$ cat config.mk
export PLATFORM = sky130hd
export DESIGN_NAME = uart_tx_flat
export DESIGN_NICKNAME = d
export VERILOG_FILES = /design/src/rtl/uart_tx_if.sv /design/src/rtl/uart_tx.sv /design/src/flat_wrapper.sv
export SDC_FILE = /design/constraint.sdc
export NUM_CORES = 1
export LEC_CHECK = 0
export BUFFER_PORTS_ARGS = -buffer_cell sky130_fd_sc_hd__buf_2
export CAP_MARGIN = 20
export CORE_AREA = 2 2 51 53
export DETAILED_ROUTE_END_ITERATION = 12
export DIE_AREA = 0 0 53 55
export PLACE_DENSITY = 0.86
export SYNTH_ARGS = -nofsm -noshare
export SYNTH_HDL_FRONTEND = slang
export SYNTH_SLANG_ARGS = --single-unit
export TNS_END_PERCENT = 1
$ cat constraint.sdc
create_clock -name clk -period 3.05 [get_ports clk]
set_input_delay 0.61 -clock clk [delete_from_list [all_inputs] [get_ports clk]]
set_output_delay 0.61 -clock clk [all_outputs]
set_load 0.01 [all_outputs]
$ cat src/rtl/uart_tx_if.sv
// Byte-in / serial-out handshake bundle for the UART transmitter.
// The master side supplies the byte and start strobe; the slave side (uart_tx)
// returns the serial line and its status flags.
interface uart_tx_if;
  logic       tx_start;
  logic [7:0] tx_byte;
  logic       tx_serial;
  logic       tx_active;
  logic       tx_done;
  logic       tx_ready;

  modport master (
    output tx_start,
    output tx_byte,
    input  tx_serial,
    input  tx_active,
    input  tx_done,
    input  tx_ready
  );

  modport slave (
    input  tx_start,
    input  tx_byte,
    output tx_serial,
    output tx_active,
    output tx_done,
    output tx_ready
  );
endinterface

$ cat src/rtl/uart_tx.sv
// 8N1 UART transmitter: start bit, eight data bits LSB first, one stop bit,
// each bit held for CLKS_PER_BIT clocks. Line idles high. The serial line and
// the active/done flags are registered from the next-state values so they
// change exactly on the edge that enters a new bit; tx_ready is a decode of
// the current state and is high only while idle.
module uart_tx #(
  parameter int CLKS_PER_BIT = 868
) (
  input  logic     clk,
  input  logic     reset,
  uart_tx_if.slave bus
);

  localparam int CW = (CLKS_PER_BIT > 1) ? $clog2(CLKS_PER_BIT) : 1;
  localparam logic [CW-1:0] CNT_LAST = CW'(CLKS_PER_BIT - 1);

  typedef enum logic [2:0] {
    IDLE      = 3'd0,
    START_BIT = 3'd1,
    DATA_BIT  = 3'd2,
    STOP_BIT  = 3'd3,
    CLEANUP   = 3'd4
  } state_t;

  state_t        state_reg, state_next;
  logic [CW-1:0] count_reg, count_next;
  logic [2:0]    index_reg, index_next;
  logic [7:0]    shift_reg, shift_next;
  logic          serial_reg, serial_next;
  logic          active_reg, active_next;
  logic          done_reg, done_next;
  logic          bit_end;

  assign bit_end = (count_reg == CNT_LAST);

  // State, counters, data and registered line outputs; reset forces an idle line.
  always_ff @(posedge clk) begin
    if (reset) begin
      state_reg  <= IDLE;
      count_reg  <= '0;
      index_reg  <= '0;
      shift_reg  <= '0;
      serial_reg <= 1'b1;
      active_reg <= 1'b0;
      done_reg   <= 1'b0;
    end else begin
      state_reg  <= state_next;
      count_reg  <= count_next;
      index_reg  <= index_next;
      shift_reg  <= shift_next;
      serial_reg <= serial_next;
      active_reg <= active_next;
      done_reg   <= done_next;
    end
  end

  // Next-state logic: accept in IDLE, then walk start/data/stop on baud-counter bit ends.
  always_comb begin
    state_next = state_reg;
    count_next = count_reg;
    index_next = index_reg;
    shift_next = shift_reg;
    case (state_reg)
      IDLE: begin
        count_next = '0;
        if (bus.tx_start) begin
          shift_next = bus.tx_byte;
          index_next = '0;
          state_next = START_BIT;
        end
      end
      START_BIT: begin
        if (bit_end) begin
          count_next = '0;
          state_next = DATA_BIT;
        end else begin
          count_next = count_reg + CW'(1);
        end
      end
      DATA_BIT: begin
        if (bit_end) begin
          count_next = '0;
          if (index_reg == 3'd7) begin
            state_next = STOP_BIT;
          end else begin
            index_next = index_reg + 3'd1;
          end
        end else begin
          count_next = count_reg + CW'(1);
        end
      end
      STOP_BIT: begin
        if (bit_end) begin
          count_next = '0;
          state_next = CLEANUP;
        end else begin
          count_next = count_reg + CW'(1);
        end
      end
      CLEANUP: begin
        count_next = '0;
        state_next = IDLE;
      end
      default: begin
        count_next = '0;
        index_next = '0;
        state_next = IDLE;
      end
    endcase
  end

  // Output decode from the state being entered, so the registered line is glitch-free.
  always_comb begin
    serial_next = 1'b1;
    active_next = 1'b0;
    done_next   = 1'b0;
    case (state_next)
      START_BIT: begin
        serial_next = 1'b0;
        active_next = 1'b1;
      end
      DATA_BIT: begin
        serial_next = shift_next[index_next];
        active_next = 1'b1;
      end
      STOP_BIT: begin
        serial_next = 1'b1;
        active_next = 1'b1;
      end
      CLEANUP: begin
        done_next = 1'b1;
      end
      default: begin
        serial_next = 1'b1;
        active_next = 1'b0;
        done_next   = 1'b0;
      end
    endcase
  end

  assign bus.tx_serial = serial_reg;
  assign bus.tx_active = active_reg;
  assign bus.tx_done   = done_reg;
  assign bus.tx_ready  = (state_reg == IDLE);

endmodule
$ cat src/flat_wrapper.sv
// flat-port wrapper written by rule: the top's interface ports become plain ports
module uart_tx_flat 
#(
  parameter int CLKS_PER_BIT = 868
)
  (clk, reset, bus_tx_start, bus_tx_byte, bus_tx_serial, bus_tx_active, bus_tx_done, bus_tx_ready);
  uart_tx_if bus_i ();
  input  logic clk;
  input  logic reset;
  input wire logic [$bits(bus_i.tx_start)-1:0] bus_tx_start;
  input wire logic [$bits(bus_i.tx_byte)-1:0] bus_tx_byte;
  output wire logic [$bits(bus_i.tx_serial)-1:0] bus_tx_serial;
  output wire logic [$bits(bus_i.tx_active)-1:0] bus_tx_active;
  output wire logic [$bits(bus_i.tx_done)-1:0] bus_tx_done;
  output wire logic [$bits(bus_i.tx_ready)-1:0] bus_tx_ready;
  assign bus_i.tx_start = bus_tx_start;
  assign bus_i.tx_byte = bus_tx_byte;
  assign bus_tx_serial = bus_i.tx_serial;
  assign bus_tx_active = bus_i.tx_active;
  assign bus_tx_done = bus_i.tx_done;
  assign bus_tx_ready = bus_i.tx_ready;
  uart_tx #(.CLKS_PER_BIT(CLKS_PER_BIT)) u_core (.clk(clk), .reset(reset), .bus(bus_i));
endmodule
Yosys cells after proc, flatten, opt, wreduce, memory -nomap -nowiden
Cells that the tools add are included.
{ "op_classes": {"n_addsub": 2, "order_cmp": 1, "n_eq_ne": 10, "n_mux": 17, "n_bitwise": 1, "n_reduce_logical": 5} }
{ "op_table": {"columns": ["op", "count"], "rows": [
  ["$mux 3", 8],
  ["$mux 8", 2],
  ["$eq 3x2->1 const B", 4],
  ["$pmux 3 s4", 1],
  ["$reduce_or 3->1", 4],
  ["$add 10x1->10 const B", 1],
  ["$eq 10x10->1 const B", 1],
  ["$eq 3x3->1 const B", 3],
  ["$pmux 3 s3", 1],
  ["$eq 3x1->1 const B", 2],
  ["$lt 3x4->1 const B", 1],
  ["$add 3x1->3 const B", 1],
  ["$bmux 1 s3", 1],
  ["$logic_not 3->1", 1],
  ["$mux 1", 3],
  ["$pmux 1 s2", 1],
  ["$not 1->1", 1]
]} }
{ "totals": {"reg_bits": 27, "inputBits": 11, "out_inout_bits": 4, "elab_cells": 43} }

Longest topological paths before layout
{ "depth": {"word_depth": 7, "mapped_depth": 8} }

Least setup slack after synthesis
No wires, ideal clock.
{ "synth_timing": {"path_type": "register to register", "from": "reg u_core.count_reg[2]", "to": "reg u_core.serial_reg (netlist: u_core.bus.tx_serial)", "setup_ns": 0.127, "t_arrival_ns": 2.064, "required_ns": 2.923, "slack_ns": 0.859, "path_stages_with_launch": 8, "path_buffers": 0, "synth_period_minus_slack_ns": 2.191, "cell_sequence": "dfxtp_1 > or3b_4 > o41a_1 > or3_4 > nand3_1 > a2111oi_1 > nor4_1 > a21oi_1"} }
{ "synth_via": {"elab_chain_len": 6, "word_cells_on_any_way": 12, "classes_between": "3 x eq/ne; 9 x mux"} }
{ "synth_rtl": {"columns": ["element", "line", "rtl"], "rows": [
  ["start, declared", "uart_tx.sv:26", "logic [CW-1:0] count_reg, count_next;"],
  ["start signal, assigned", "uart_tx.sv:48", "count_reg <= count_next;"],
  ["$eq 10x10->1 (*)", "uart_tx.sv:34", "assign bit_end = (count_reg == CNT_LAST);"],
  ["$mux 3", "uart_tx.sv:81", "if (bit_end) begin"],
  ["$pmux 3 s3", "uart_tx.sv:63", "case (state_reg)"],
  ["$bmux 1 s3", "uart_tx.sv:123", "serial_next = shift_next[index_next];"],
  ["$mux 1 (not written as such)", "uart_tx.sv:123", null],
  ["$pmux 1 s2 (*)", "uart_tx.sv:117", "case (state_next)"],
  ["end signal, assigned", "uart_tx.sv:51", "serial_reg <= serial_next;"],
  ["end, declared", "uart_tx.sv:29", "logic serial_reg, serial_next;"]
]} }
Every way passes the cells marked *; elsewhere a longest branch is shown, timed or not. The select of a mux whose other input is x is not followed.
A chain may end at the register's enable or synchronous reset.

Worst setup path in the final report
{ "layout_timing": {"from": "reg u_core.count_reg[0]", "to": "reg u_core.serial_reg (netlist: u_core.bus.tx_serial)"} }
The elaborated chain is that of the path after synthesis.

==> impl_metrics.env <==
export IMPL_synth_async_reset_ratio_pct=0
export IMPL_place_gp_congestion=1.03
export IMPL_whs_path_depth=2
export IMPL_clockRootBuffer="clkbuf_4"
export IMPL_worst_r2r_cell_count=8
export IMPL_setup_tns_ns=0
export IMPL_finalInstanceArea_sq_um=1370
export IMPL_path_class="flop to flop"
export IMPL_relSlewSlack_pct=57.5
export IMPL_post_cts_resized=0
export IMPL_placed_cells=189
export IMPL_ioPinCount=15
export IMPL_synth_flop_cell="dfxtp_1"
export IMPL_syn_inst=149
export IMPL_cp_slowest_cell="o41a_1"
export IMPL_final_common_cell="dfxtp_1"
export IMPL_crit_path_end_kind="flop"
export IMPL_syn_cell_area_sq_um=1240
export IMPL_cts_tree="built"
export IMPL_io_buffers=14
export IMPL_rr_startpoint="u_core.count_reg[0]$_SDFF_PP0_"
export IMPL_syn_avg_cell_area_sq_um=8.35
export IMPL_hold_viol=0
export IMPL_min_period_ns=2.50
export IMPL_postCtsHoldBufs=0
export IMPL_ys_seq_elements=27
export IMPL_hp_class="flop to flop"
export IMPL_nets=177
export IMPL_crit_required_ns=3.31
export IMPL_holdPathEnd="u_core.shift_reg[6]$_SDFF_PP0_"
export IMPL_core_area_sq_um=2360
export IMPL_seq_area_frac_synth_pct=43.5
export IMPL_cts_setup_buffers=0
export IMPL_grt_setup_unrepaired="no"
export IMPL_cp_startpoint="u_core.count_reg[0]$_SDFF_PP0_"
export IMPL_via_per_inst=5.57
export IMPL_holdCritStartpoint="u_core.shift_reg[6]$_SDFF_PP0_"
export IMPL_die_w_microns=53
export IMPL_layout_common_cells="dfxtp_1, nand2_1, nor2_1"
export IMPL_worst_path_buf_inv=0
export IMPL_fillCellCount=213
export IMPL_irDropWorstVdd_v=0.000331
export IMPL_clock_sinks=27
export IMPL_dr_pass1_iters=4
export IMPL_grt_overflow=0
export IMPL_dieArea_sq_um=2920
export IMPL_ant_nets=0
export IMPL_die_h_microns=55
export IMPL_htreeDepth=1
export IMPL_arrival_ns=2.77
export IMPL_status="finished, final reports clean"
export IMPL_start_util_pct=52.6
export IMPL_yosys_warnings=0
export IMPL_syn_nets=162
export IMPL_critPathTopFamily="compound AO/OA/AOI/OAI gates"
export IMPL_finalSetupViolations=0
export IMPL_cp_cell_sequence="ha_1 > nand4bb_1 > o41a_1 > nor3_4 > o21ai_0 > a2111oi_1 > nor4_1 > a21oi_1"
export IMPL_rr_endpoint="u_core.bus.tx_serial$_SDFF_PP1_"
export IMPL_p_per_area_nw_per_um2=419
export IMPL_n_antenna_cell=0
export IMPL_grt_max_degree=17
export IMPL_fin_worst_skew_ns=0.00319
export IMPL_r2r_slack_ns=0.55
export IMPL_insertion_delay_ns=0.32
export IMPL_report_final_slew_viol_count=0
export IMPL_wl_per_cell_microns=12.8
export IMPL_worst_slew_pin_slew_ns=0.629
export IMPL_fin_crit_sh_pct=82.1
export IMPL_drive_above_1_share_pct=16.6
export IMPL_clkTransAtPathRegs_ns=0.15
export IMPL_place_area_sq_um=1340
export IMPL_leakage_nw=0.504
export IMPL_grt_pass1_wl_microns=4020
export IMPL_area_delta_synth_final_pct=10.2
export IMPL_largest_register_ffs=10
export IMPL_crit_fanout=5
export IMPL_num_rows=18
export IMPL_cts_made_buffers=3
export IMPL_grt_use_total_pct=18.7
export IMPL_yosysUniqueCellTypes=36
export IMPL_stdcell_count=193
export IMPL_vias=1075
export IMPL_cts_buffer_depth=2
export IMPL_grt_pass1_vias=998
export IMPL_wl_microns=2460
export IMPL_antenna_found_initial=0
export IMPL_fmax_mhz=399
export IMPL_drt_iter0_drc=28
export IMPL_synth_edf_count=0
export IMPL_fin_total_pwr_mw=0.574
export IMPL_dp_hpwl_microns=1890
export IMPL_max_cap_violations=0
export IMPL_drc=0
export IMPL_cpPeakStageDelay_ns=0.47
export IMPL_critPathLaunchType="flop"
-- worst reg2reg max path: cells and delay by family (launching register included) --
kind | cells | cell delay [ns]
AO/OA/AOI/OAI | 4 | 1.24
adder cells (fa/ha/maj) | 1 | 0.26
flip-flops | 1 | 0.39
AND/OR/NAND/NOR | 3 | 0.55
-- cells in the mapped netlist (all sizes together) (3+ instances only) --
| master | instances | area, sq um |
|---|---|---|
| a211oi | 3 | 22.5 |
| a21oi | 9 | 45.0 |
| and2 | 5 | 31.3 |
| clkbuf | 5 | 18.8 |
| dfxtp | 27 | 541 |
| inv | 6 | 22.5 |
| nand2 | 22 | 82.6 |
| nand3 | 8 | 40.0 |
| nand4 | 3 | 18.8 |
| nor2 | 16 | 60.1 |
| nor3 | 7 | 51.3 |
| o21ai | 6 | 30.0 |
| xnor2 | 3 | 26.3 |
| xor2 | 6 | 52.6 |
-- final cells by class --
| class | count | area [sq um] | area share [%] |
|---|---|---|---|
| clock buffer | 3 | 22.5 | 1.64 |
| clock inverter | 1 | 7.51 | 0.548 |
| inverter | 6 | 22.5 | 1.64 |
| multi-input combinational | 111 | 662 | 48.3 |
| sequential | 27 | 541 | 39.5 |
| tap | 30 | 37.5 | 2.74 |
| timing repair buffer | 15 | 77.6 | 5.66 |
-- cells by family (layout without fill, tap and decap cells) --
family | count (synthesis) | in the layout | synth area share, %
xor gates and xnor gates | 9 | 9 | 6.34
adders and majority gates | 2 | 2 | 2.01
DFF | 27 | 27 | 43.5
AOI/OAI and AO/OA | 29 | 29 | 15.6
buffers and inverters | 11 | 25 | 3.32
and+or+nand+nor | 71 | 71 | 29.3
-- through the flow --
stage,setup WS [ns],utilization [%],hold WS (ns)
3_3_place_gp,0.763,56.7,0.439
6_report,0.546,57.9,0.463
2_1_floorplan,0.859,-,0.426
4_1_cts,0.584,57.9,0.466
3_5_place_dp,0.622,56.7,0.446
5_1_grt,0.302,57.9,0.488
-- how the worst max path moves through the flow --
stage,to,depth (start not counted)
4_1_cts,u_core.bus.tx_serial$_SDFF_PP1_,8
3_5_place_dp,u_core.bus.tx_serial$_SDFF_PP1_,8
5_1_grt,u_core.bus.tx_serial$_SDFF_PP1_,8
6_report,u_core.bus.tx_serial$_SDFF_PP1_,8
2_1_floorplan,u_core.bus.tx_serial$_SDFF_PP1_,7
3_3_place_gp,u_core.bus.tx_serial$_SDFF_PP1_,8
-- per-layer routing --
| layer | wire, microns | global-route usage [%] |
|---|---|---|
| met4 | 38 | 7.69 |
| met5 | 0 | 0 |
| met3 | 84 | 2.42 |
| met1 | 1050 | 21.5 |
| met2 | 1290 | 35.0 |
-- where the power goes --
group / total [mW] / internal (mW) / switching [mW]
Sequential: 0.370 / 0.363 / 0.00694
Clock: 0.157 / 0.0501 / 0.107
Combinational: 0.0465 / 0.0195 / 0.0270
Total: 0.574 / 0.433 / 0.141
(Power assumes the default switching activity.)
